==> config.mk <==
export PLATFORM = sky130hd
export DESIGN_NAME = alu16_mc_flat
export DESIGN_NICKNAME = d
export VERILOG_FILES = /design/src/rtl/alu16_pkg.sv /design/src/rtl/alu16_mc_if.sv /design/src/rtl/alu16_iter.sv /design/src/rtl/alu16_mc.sv /design/src/flat_wrapper.sv
export SDC_FILE = /design/constraint.sdc
export NUM_CORES = 1
export LEC_CHECK = 0
export CAP_MARGIN = 10
export CORE_ASPECT_RATIO = 1.2
export CORE_UTILIZATION = 28
export DETAILED_ROUTE_END_ITERATION = 8
export SYNTH_ARGS = -nofsm -noshare
export SYNTH_HDL_FRONTEND = slang
export SYNTH_HIERARCHICAL = 1
export SYNTH_SLANG_ARGS = --single-unit
==> constraint.sdc <==
create_clock -name clk -period 3 [get_ports clk]
set_input_delay 0.6 -clock clk [delete_from_list [all_inputs] [get_ports clk]]
set_output_delay 0.6 -clock clk [all_outputs]
set_load 0.05 [all_outputs]
==> src/rtl/alu16_pkg.sv <==
// alu16_pkg: shared constants for the 16-bit multi-cycle ALU.
//   W        - datapath width (16)
//   op_e     - operation codes
//   state_e  - control FSM states
//   is_iter_op() - true for ops that run on the iterative datapath
// Optional feature macro: ALU16_DIV_EN (enables unsigned divide on op E).
package alu16_pkg;

    localparam int unsigned W = 16;

    typedef enum logic [3:0] {
        OP_PASS_S = 4'h0,
        OP_PASS_T = 4'h1,
        OP_ADD    = 4'h2,
        OP_SUB    = 4'h3,
        OP_INC    = 4'h4,
        OP_DEC    = 4'h5,
        OP_AND    = 4'h6,
        OP_OR     = 4'h7,
        OP_XOR    = 4'h8,
        OP_NOT    = 4'h9,
        OP_SHL    = 4'hA,
        OP_SHR    = 4'hB,
        OP_ASR    = 4'hC,
        OP_MUL    = 4'hD,
        OP_DIV    = 4'hE,
        OP_RSVD   = 4'hF
    } op_e;

    typedef enum logic [1:0] {
        ST_IDLE = 2'd0,
        ST_ITER = 2'd1,
        ST_FIN  = 2'd2
    } state_e;

    function automatic logic is_iter_op(input logic [3:0] op);
`ifdef ALU16_DIV_EN
        return (op == OP_MUL) || (op == OP_DIV);
`else
        return (op == OP_MUL);
`endif
    endfunction

endpackage

==> src/rtl/alu16_mc_if.sv <==
// alu16_mc_if: request/result bus of the multi-cycle ALU.
//   start, op, S, T          - request (driven by master)
//   Y_lo, Y_hi, busy, done,
//   C, V, N, Z               - result and status (driven by slave/ALU)
interface alu16_mc_if;
    import alu16_pkg::*;

    logic         start;
    logic [3:0]   op;
    logic [W-1:0] S;
    logic [W-1:0] T;
    logic [W-1:0] Y_lo;
    logic [W-1:0] Y_hi;
    logic         busy;
    logic         done;
    logic         C;
    logic         V;
    logic         N;
    logic         Z;

    modport master (
        output start, op, S, T,
        input  Y_lo, Y_hi, busy, done, C, V, N, Z
    );

    modport slave (
        input  start, op, S, T,
        output Y_lo, Y_hi, busy, done, C, V, N, Z
    );

endinterface

==> src/rtl/alu16_iter.sv <==
// alu16_iter: iterative datapath, one step per cycle, 16 steps.
//   MUL: shift-add, {o_hi,o_lo} holds the 32-bit product after step 16.
//   DIV: restoring shift-subtract, o_lo = quotient, o_hi = remainder.
// Ports: i_clk, i_rst_n (async, active low), i_load (latch operands),
//   i_step (advance one iteration), i_div (divide mode, ALU16_DIV_EN only),
//   i_a/i_b (operands), o_last (current step is the 16th),
//   o_hi/o_lo (value after the current step).
// Macro ALU16_DIV_EN: adds the divide path and the i_div port.
module alu16_iter
    import alu16_pkg::*;
(
    input  logic         i_clk,
    input  logic         i_rst_n,
    input  logic         i_load,
    input  logic         i_step,
`ifdef ALU16_DIV_EN
    input  logic         i_div,
`endif
    input  logic [W-1:0] i_a,
    input  logic [W-1:0] i_b,
    output logic         o_last,
    output logic [W-1:0] o_hi,
    output logic [W-1:0] o_lo
);

    logic [W-1:0] r_hi;
    logic [W-1:0] r_lo;
    logic [W-1:0] r_m;
    logic [3:0]   r_cnt;
    logic [W:0]   w_sum;
`ifdef ALU16_DIV_EN
    logic         r_div;
    logic [W:0]   w_shift;
    logic         w_ge;
`endif

    assign o_last = (r_cnt == 4'd15);

    always_comb begin
        // multiplier sits in r_lo and is consumed LSB first
        w_sum = {1'b0, r_hi} + (r_lo[0] ? {1'b0, r_m} : '0);
        o_hi  = w_sum[W:1];
        o_lo  = {w_sum[0], r_lo[W-1:1]};
`ifdef ALU16_DIV_EN
        w_shift = {r_hi, r_lo[W-1]};
        w_ge    = (w_shift >= {1'b0, r_m});
        if (r_div) begin
            // difference is below the divisor, so 16 bits suffice
            o_hi = w_ge ? (w_shift[W-1:0] - r_m) : w_shift[W-1:0];
            o_lo = {r_lo[W-2:0], w_ge};
        end
`endif
    end

    always_ff @(posedge i_clk or negedge i_rst_n) begin
        if (!i_rst_n) begin
            r_hi  <= '0;
            r_lo  <= '0;
            r_m   <= '0;
            r_cnt <= '0;
`ifdef ALU16_DIV_EN
            r_div <= 1'b0;
`endif
        end else if (i_load) begin
            r_hi  <= '0;
            r_lo  <= i_a;
            r_m   <= i_b;
            r_cnt <= '0;
`ifdef ALU16_DIV_EN
            r_div <= i_div;
`endif
        end else if (i_step) begin
            r_hi  <= o_hi;
            r_lo  <= o_lo;
            r_cnt <= r_cnt + 4'd1;
        end
    end

endmodule

==> src/rtl/alu16_mc.sv <==
// alu16_mc: 16-bit ALU with single-cycle ops and 17-cycle MUL/DIV.
// Ports: clk (rising edge), reset (async, active low),
//   bus (alu16_mc_if.slave): start/op/S/T request, Y_lo/Y_hi result,
//   busy, done pulse, C/V/N/Z flags.
// Macro ALU16_DIV_EN: when defined op E divides; otherwise op E is reserved.
module alu16_mc
    import alu16_pkg::*;
(
    input  logic        clk,
    input  logic        reset,
    alu16_mc_if.slave   bus
);

    state_e       r_state;
    logic [W-1:0] r_y_lo;
    logic [W-1:0] r_y_hi;
    logic         r_c, r_v, r_n, r_z, r_done;
`ifdef ALU16_DIV_EN
    logic         r_is_div;
    logic         r_dz;
`endif

    logic         w_accept, w_iter_op, w_load, w_last;
    logic [W-1:0] w_it_hi, w_it_lo;
    logic [W-1:0] w_res;
    logic         w_c, w_v;
    logic [W:0]   w_add, w_sub, w_inc, w_dec;

    // FIN has busy=0, so a new request is taken there as well
    assign w_accept  = bus.start && (r_state != ST_ITER);
    assign w_iter_op = is_iter_op(bus.op);
    assign w_load    = w_accept && w_iter_op;

    alu16_iter u_iter (
        .i_clk   (clk),
        .i_rst_n (reset),
        .i_load  (w_load),
        .i_step  (r_state == ST_ITER),
`ifdef ALU16_DIV_EN
        .i_div   (bus.op == OP_DIV),
`endif
        .i_a     (bus.S),
        .i_b     (bus.T),
        .o_last  (w_last),
        .o_hi    (w_it_hi),
        .o_lo    (w_it_lo)
    );

    assign w_add = {1'b0, bus.S} + {1'b0, bus.T};
    assign w_sub = {1'b0, bus.S} - {1'b0, bus.T};
    assign w_inc = {1'b0, bus.S} + 17'd1;
    assign w_dec = {1'b0, bus.S} - 17'd1;

    always_comb begin
        w_res = '0;
        w_c   = 1'b0;
        w_v   = 1'b0;
        case (bus.op)
            OP_PASS_S: w_res = bus.S;
            OP_PASS_T: w_res = bus.T;
            OP_ADD: begin
                w_res = w_add[W-1:0];
                w_c   = w_add[W];
                w_v   = (bus.S[W-1] == bus.T[W-1]) && (w_add[W-1] != bus.S[W-1]);
            end
            OP_SUB: begin
                w_res = w_sub[W-1:0];
                w_c   = w_sub[W];
                w_v   = (bus.S[W-1] != bus.T[W-1]) && (w_sub[W-1] != bus.S[W-1]);
            end
            OP_INC: begin
                w_res = w_inc[W-1:0];
                w_c   = w_inc[W];
                w_v   = !bus.S[W-1] && w_inc[W-1];
            end
            OP_DEC: begin
                w_res = w_dec[W-1:0];
                w_c   = w_dec[W];
                w_v   = bus.S[W-1] && !w_dec[W-1];
            end
            OP_AND: w_res = bus.S & bus.T;
            OP_OR:  w_res = bus.S | bus.T;
            OP_XOR: w_res = bus.S ^ bus.T;
            OP_NOT: w_res = ~bus.S;
            OP_SHL: begin
                w_res = {bus.S[W-2:0], 1'b0};
                w_c   = bus.S[W-1];
            end
            OP_SHR: begin
                w_res = {1'b0, bus.S[W-1:1]};
                w_c   = bus.S[0];
            end
            OP_ASR: begin
                w_res = {bus.S[W-1], bus.S[W-1:1]};
                w_c   = bus.S[0];
            end
            default: ;
        endcase
    end

    always_ff @(posedge clk or negedge reset) begin
        if (!reset) begin
            r_state  <= ST_IDLE;
            r_y_lo   <= '0;
            r_y_hi   <= '0;
            r_c      <= 1'b0;
            r_v      <= 1'b0;
            r_n      <= 1'b0;
            r_z      <= 1'b0;
            r_done   <= 1'b0;
`ifdef ALU16_DIV_EN
            r_is_div <= 1'b0;
            r_dz     <= 1'b0;
`endif
        end else begin
            r_done <= 1'b0;
            case (r_state)
                ST_ITER: begin
                    if (w_last) begin
                        // capture the 16th step's result in the same edge
                        r_state <= ST_FIN;
                        r_done  <= 1'b1;
                        r_y_lo  <= w_it_lo;
                        r_y_hi  <= w_it_hi;
                        r_n     <= w_it_lo[W-1];
                        r_z     <= (w_it_lo == '0);
`ifdef ALU16_DIV_EN
                        if (r_is_div) begin
                            r_c <= 1'b0;
                            r_v <= r_dz;
                        end else begin
                            r_c <= |w_it_hi;
                            r_v <= |w_it_hi;
                        end
`else
                        r_c     <= |w_it_hi;
                        r_v     <= |w_it_hi;
`endif
                    end
                end
                default: begin
                    r_state <= ST_IDLE;
                    if (w_accept) begin
                        if (w_iter_op) begin
                            r_state  <= ST_ITER;
`ifdef ALU16_DIV_EN
                            r_is_div <= (bus.op == OP_DIV);
                            r_dz     <= (bus.T == '0);
`endif
                        end else begin
                            r_done <= 1'b1;
                            r_y_lo <= w_res;
                            r_y_hi <= '0;
                            r_c    <= w_c;
                            r_v    <= w_v;
                            r_n    <= w_res[W-1];
                            r_z    <= (w_res == '0);
                        end
                    end
                end
            endcase
        end
    end

    assign bus.Y_lo = r_y_lo;
    assign bus.Y_hi = r_y_hi;
    assign bus.C    = r_c;
    assign bus.V    = r_v;
    assign bus.N    = r_n;
    assign bus.Z    = r_z;
    assign bus.done = r_done;
    assign bus.busy = (r_state == ST_ITER);

endmodule

==> src/flat_wrapper.sv <==
// flat-port wrapper written by rule: the top's interface ports become plain ports
module alu16_mc_flat import alu16_pkg::*;
  (clk, reset, bus_start, bus_op, bus_S, bus_T, bus_Y_lo, bus_Y_hi, bus_busy, bus_done, bus_C, bus_V, bus_N, bus_Z);
  alu16_mc_if bus_i ();
  input  logic clk;
  input  logic reset;
  input wire logic [$bits(bus_i.start)-1:0] bus_start;
  input wire logic [$bits(bus_i.op)-1:0] bus_op;
  input wire logic [$bits(bus_i.S)-1:0] bus_S;
  input wire logic [$bits(bus_i.T)-1:0] bus_T;
  output wire logic [$bits(bus_i.Y_lo)-1:0] bus_Y_lo;
  output wire logic [$bits(bus_i.Y_hi)-1:0] bus_Y_hi;
  output wire logic [$bits(bus_i.busy)-1:0] bus_busy;
  output wire logic [$bits(bus_i.done)-1:0] bus_done;
  output wire logic [$bits(bus_i.C)-1:0] bus_C;
  output wire logic [$bits(bus_i.V)-1:0] bus_V;
  output wire logic [$bits(bus_i.N)-1:0] bus_N;
  output wire logic [$bits(bus_i.Z)-1:0] bus_Z;
  assign bus_i.start = bus_start;
  assign bus_i.op = bus_op;
  assign bus_i.S = bus_S;
  assign bus_i.T = bus_T;
  assign bus_Y_lo = bus_i.Y_lo;
  assign bus_Y_hi = bus_i.Y_hi;
  assign bus_busy = bus_i.busy;
  assign bus_done = bus_i.done;
  assign bus_C = bus_i.C;
  assign bus_V = bus_i.V;
  assign bus_N = bus_i.N;
  assign bus_Z = bus_i.Z;
  alu16_mc u_core (.clk(clk), .reset(reset), .bus(bus_i));
endmodule
==> flow_summary.toml <==
[status]
status = "finished, violations left"
violations = "DRC, setup timing"

[critical_path]
critPathMostFrequentCell = "buf_4"
slowest_stage = "dfrtp_1"
critPathMaxFanout = 11
required_ns = 3.23
crit_chain = "buf_6, and2_1, ha_1, buf_4, buf_4, a221o_1, a21o_1, xor2_2, nor4_1, nand4_1, a21oi_2, o31a_1, nand2_1, o21ai_1, a21oi_1"
cp.arrival_ns = 3.62
worstSetupStartpointType = "flip-flop"
crit_family = "compound AO/OA/AOI/OAI gates"
slowest_delay_ns = 0.42
cp-end-kind = "flip-flop"
critPathKind = "flip-flop to flip-flop"
path_buf_inv = 3

[synthesis]
syn_inst = 1139
synth-simple-area-share = 0.210
synthAdderAreaFrac = 0.106
synthArstFlopShare = 1.00
synth_compound_area_frac = 0.254
synth_nets = 1253
muxShareOfSynthArea = 0.0640
ys_ff_latch = 90
synthXorXnorAreaFrac = 0.0414
ys_types = 88
synth_flop_cell = "dfrtp_1"
synth-edff-count = 0
yosysSeqAreaShare = 0.248
synth_top_family_by_area = "compound AO/OA/AOI/OAI gates"
ys_warn_count = 6
synth_area_um2 = 9100
syn_avg_cell_area_um2 = 7.99

[global_route]
grt_start_max_net_pins = 54
grt_pass1_vias = 10300
grt_first_pass_wirelength_mm = 57.5
grt_usage = 0.222
antenna_found_initial = 0
grt_overflow = 0

[drt]
drt.antenna.violating_nets = 0
drc = 11
dr.pass1.iters = 7
drt-total-wl_mm = 37.2
vias_per_cell = 5.34
drt-wirelength-per-cell_um = 19.5
num_vias = 10200
first_iter_violations = 708

[cts]
cts.path.max_buffers = 2
cts_inserted_buffers = 9
insertion_delay_ns = 0.34
cts_tree = "done"
clkSinkCount = 90
root_buffer = "clkbuf_16"
holdBufCountCts = 0
clk_pin_slew_ns = 0.07
htree_levels = 3

[floorplanning]
die_h_um = 199
ios = 77
start_util = 0.288
die_width_um = 167
die-area_um2 = 33200
coreArea_um2 = 31600
rows = 71

[placement]
place_hpwl_mm = 29.1
placed_cell_area_um2 = 12600
port_buffers = 76
place_ws_ns = -1.38
place_congestion = 0.977

[timing]
worstMarginPinSlew_ns = 0.768
rsz0062_at_grt = "yes"
drv_slew = 0
min_period_ns = 3.39
fmax_ghz = 0.295
final.period_utilization = 1.13
worst_slack_ns = -0.387
hold_viol = 0
fin_skew_ns = 0.00712
max_slew_margin = 0.481
setup_viol = 4

[finish]
nNetsFinal = 1611
n_antenna_cell = 0
layout-drive-gt1-share = 0.399
fin_area_um2 = 14100
syn2layout_area_growth_pct = 55.0

[pwr]
ir_worst_vdd_mv = 0.378
p_leak_nw = 6.43
p_per_area_nw_per_um2 = 668

[flow_run]
max_cap_viol_count = 0

[worst_hold_path]
min_path_type = "input port to asynchronous set/reset pin"
-- report_power, final --
part	internal, mW	switching, mW
sequential	1.72	0.423
combinational	2.90	3.22
clock	0.673	0.485
total	5.30	4.13
-- cells in the final DEF, fill, tap and decap left out, drive strengths merged, types with 12 or more instances in the layout --
cell type | netlist | layout
a21o | 21 | 21
a21oi | 58 | 58
a221oi | 14 | 14
and2 | 21 | 21
buf | 44 | 386
clkbuf | 55 | 13
clkdlybuf4s50 | 0 | 48
dfrtp | 90 | 90
ha | 72 | 72
inv | 58 | 59
mux2 | 17 | 17
mux2i | 39 | 39
nand2 | 118 | 118
nand3 | 41 | 41
nand4 | 12 | 12
nor2 | 85 | 85
nor2b | 12 | 12
nor3 | 20 | 20
nor4 | 14 | 14
o211ai | 12 | 12
o21ai | 84 | 84
o22ai | 14 | 14
xnor2 | 32 | 32
-- sequential cells by signal (all words and copies together) (netlist names) --
name and cells:
u_core/bus.Y_hi 16, u_core/bus.Y_lo 16, u_core/u_iter/r_hi 16, u_core/u_iter/r_lo 16, u_core/u_iter/r_m 16, u_core/u_iter/r_cnt 4
u_core/r_state 2, u_core/bus.C 1, u_core/bus.V 1, u_core/bus.Z 1, u_core/bus.done 1
-- final timing paths --
kind                                  startpoint             endpoint  slack, ns  cells after the start
max                        u_core/u_iter/r_lo[0]         u_core/bus.C      -0.39                     15
min                                        reset   u_core/bus.Y_hi[0]       0.27                      1
max reg2reg                u_core/u_iter/r_lo[0]         u_core/bus.C      -0.39                     15
min reg2reg                   u_core/bus.Y_hi[7]   u_core/bus.Y_hi[7]       0.46                      2
max in group asynchronous                  reset  u_core/bus.Y_lo[14]       2.08                      2
min in group clk              u_core/bus.Y_hi[7]   u_core/bus.Y_hi[7]       0.46                      2
-- repair_timing --
item                       CTS  global route
gates cloned                 1             0
buffers inserted            24            14
pin swaps                   62            68
setup endpoints to repair   15            12
gates resized for setup    193            99
-- synthesized netlist by cell type, drive strengths merged (5+ instances only) --
master / n / share of area
or4: 5 / 0.0041
clkbuf: 55 / 0.023
dfrtp: 90 / 0.25
mux2: 17 / 0.021
nor4: 14 / 0.010
o21a: 5 / 0.0041
a221o: 11 / 0.012
a221oi: 14 / 0.013
o211ai: 12 / 0.010
a22o: 11 / 0.011
o21bai: 6 / 0.0050
nand4: 12 / 0.0083
o21ai: 84 / 0.046
nand2b: 11 / 0.0076
o31ai: 10 / 0.0083
and3: 8 / 0.0056
nor3b: 7 / 0.0058
ha: 72 / 0.099
nand3: 41 / 0.023
a21o: 21 / 0.017
nor2b: 12 / 0.0083
a211oi: 11 / 0.0091
and2: 21 / 0.015
mux2i: 39 / 0.043
a21oi: 58 / 0.033
a31oi: 10 / 0.0069
nor3: 20 / 0.011
buf: 44 / 0.031
a2111oi: 5 / 0.0048
a32oi: 6 / 0.0058
nand2: 118 / 0.049
a22oi: 11 / 0.0091
inv: 58 / 0.024
nor2: 85 / 0.035
o22ai: 14 / 0.0096
or2: 5 / 0.0034
xor2: 11 / 0.011
a211o: 5 / 0.0050
xnor2: 32 / 0.031
-- through the flow --
step	setup TNS (ns)	hold slack [ns]	utilization	std cells	power (mW)
2_1_floorplan	-0.761	0.304	-	1139	5.37
3_3_place_gp	-12.00	0.452	0.397	1851	7.47
3_5_place_dp	-12.79	0.455	0.397	1851	7.56
4_1_cts	-1.42	0.299	0.431	1890	9.11
5_1_grt	-2.00	0.329	0.446	1903	10.0
6_report	-1.48	0.269	0.446	1903	9.43
-- layout make-up --
class                           instances  area (um^2)
Clock inverter                          5         62.6
Clock buffer                           11          243
Inverter                               58          235
Timing Repair Buffer                  446         3690
Sequential cell                        90         2250
Fill cell                            3087        17500
Tap cell                              401          502
Multi-Input combinational cell        892         7110
-- kinds of logic after synthesis --
kind of cell | after synthesis
adders and majority gates | 75
and+or+nand+nor | 384
DFF | 90
buffers and inverters | 157
AOI/OAI and AO/OA | 334
muxes | 56
xor gates and xnor gates | 43
-- layer usage --
metal | share of wire | wire length (um) | global-route usage
met1 | 0.42 | 15600 | 0.270
met2 | 0.50 | 18700 | 0.405
met3 | 0.041 | 1510 | 0.0196
met4 | 0.036 | 1350 | 0.0820
met5 | 0 | 0 | 0
Note: power is estimated with default switching activity, not from simulation.
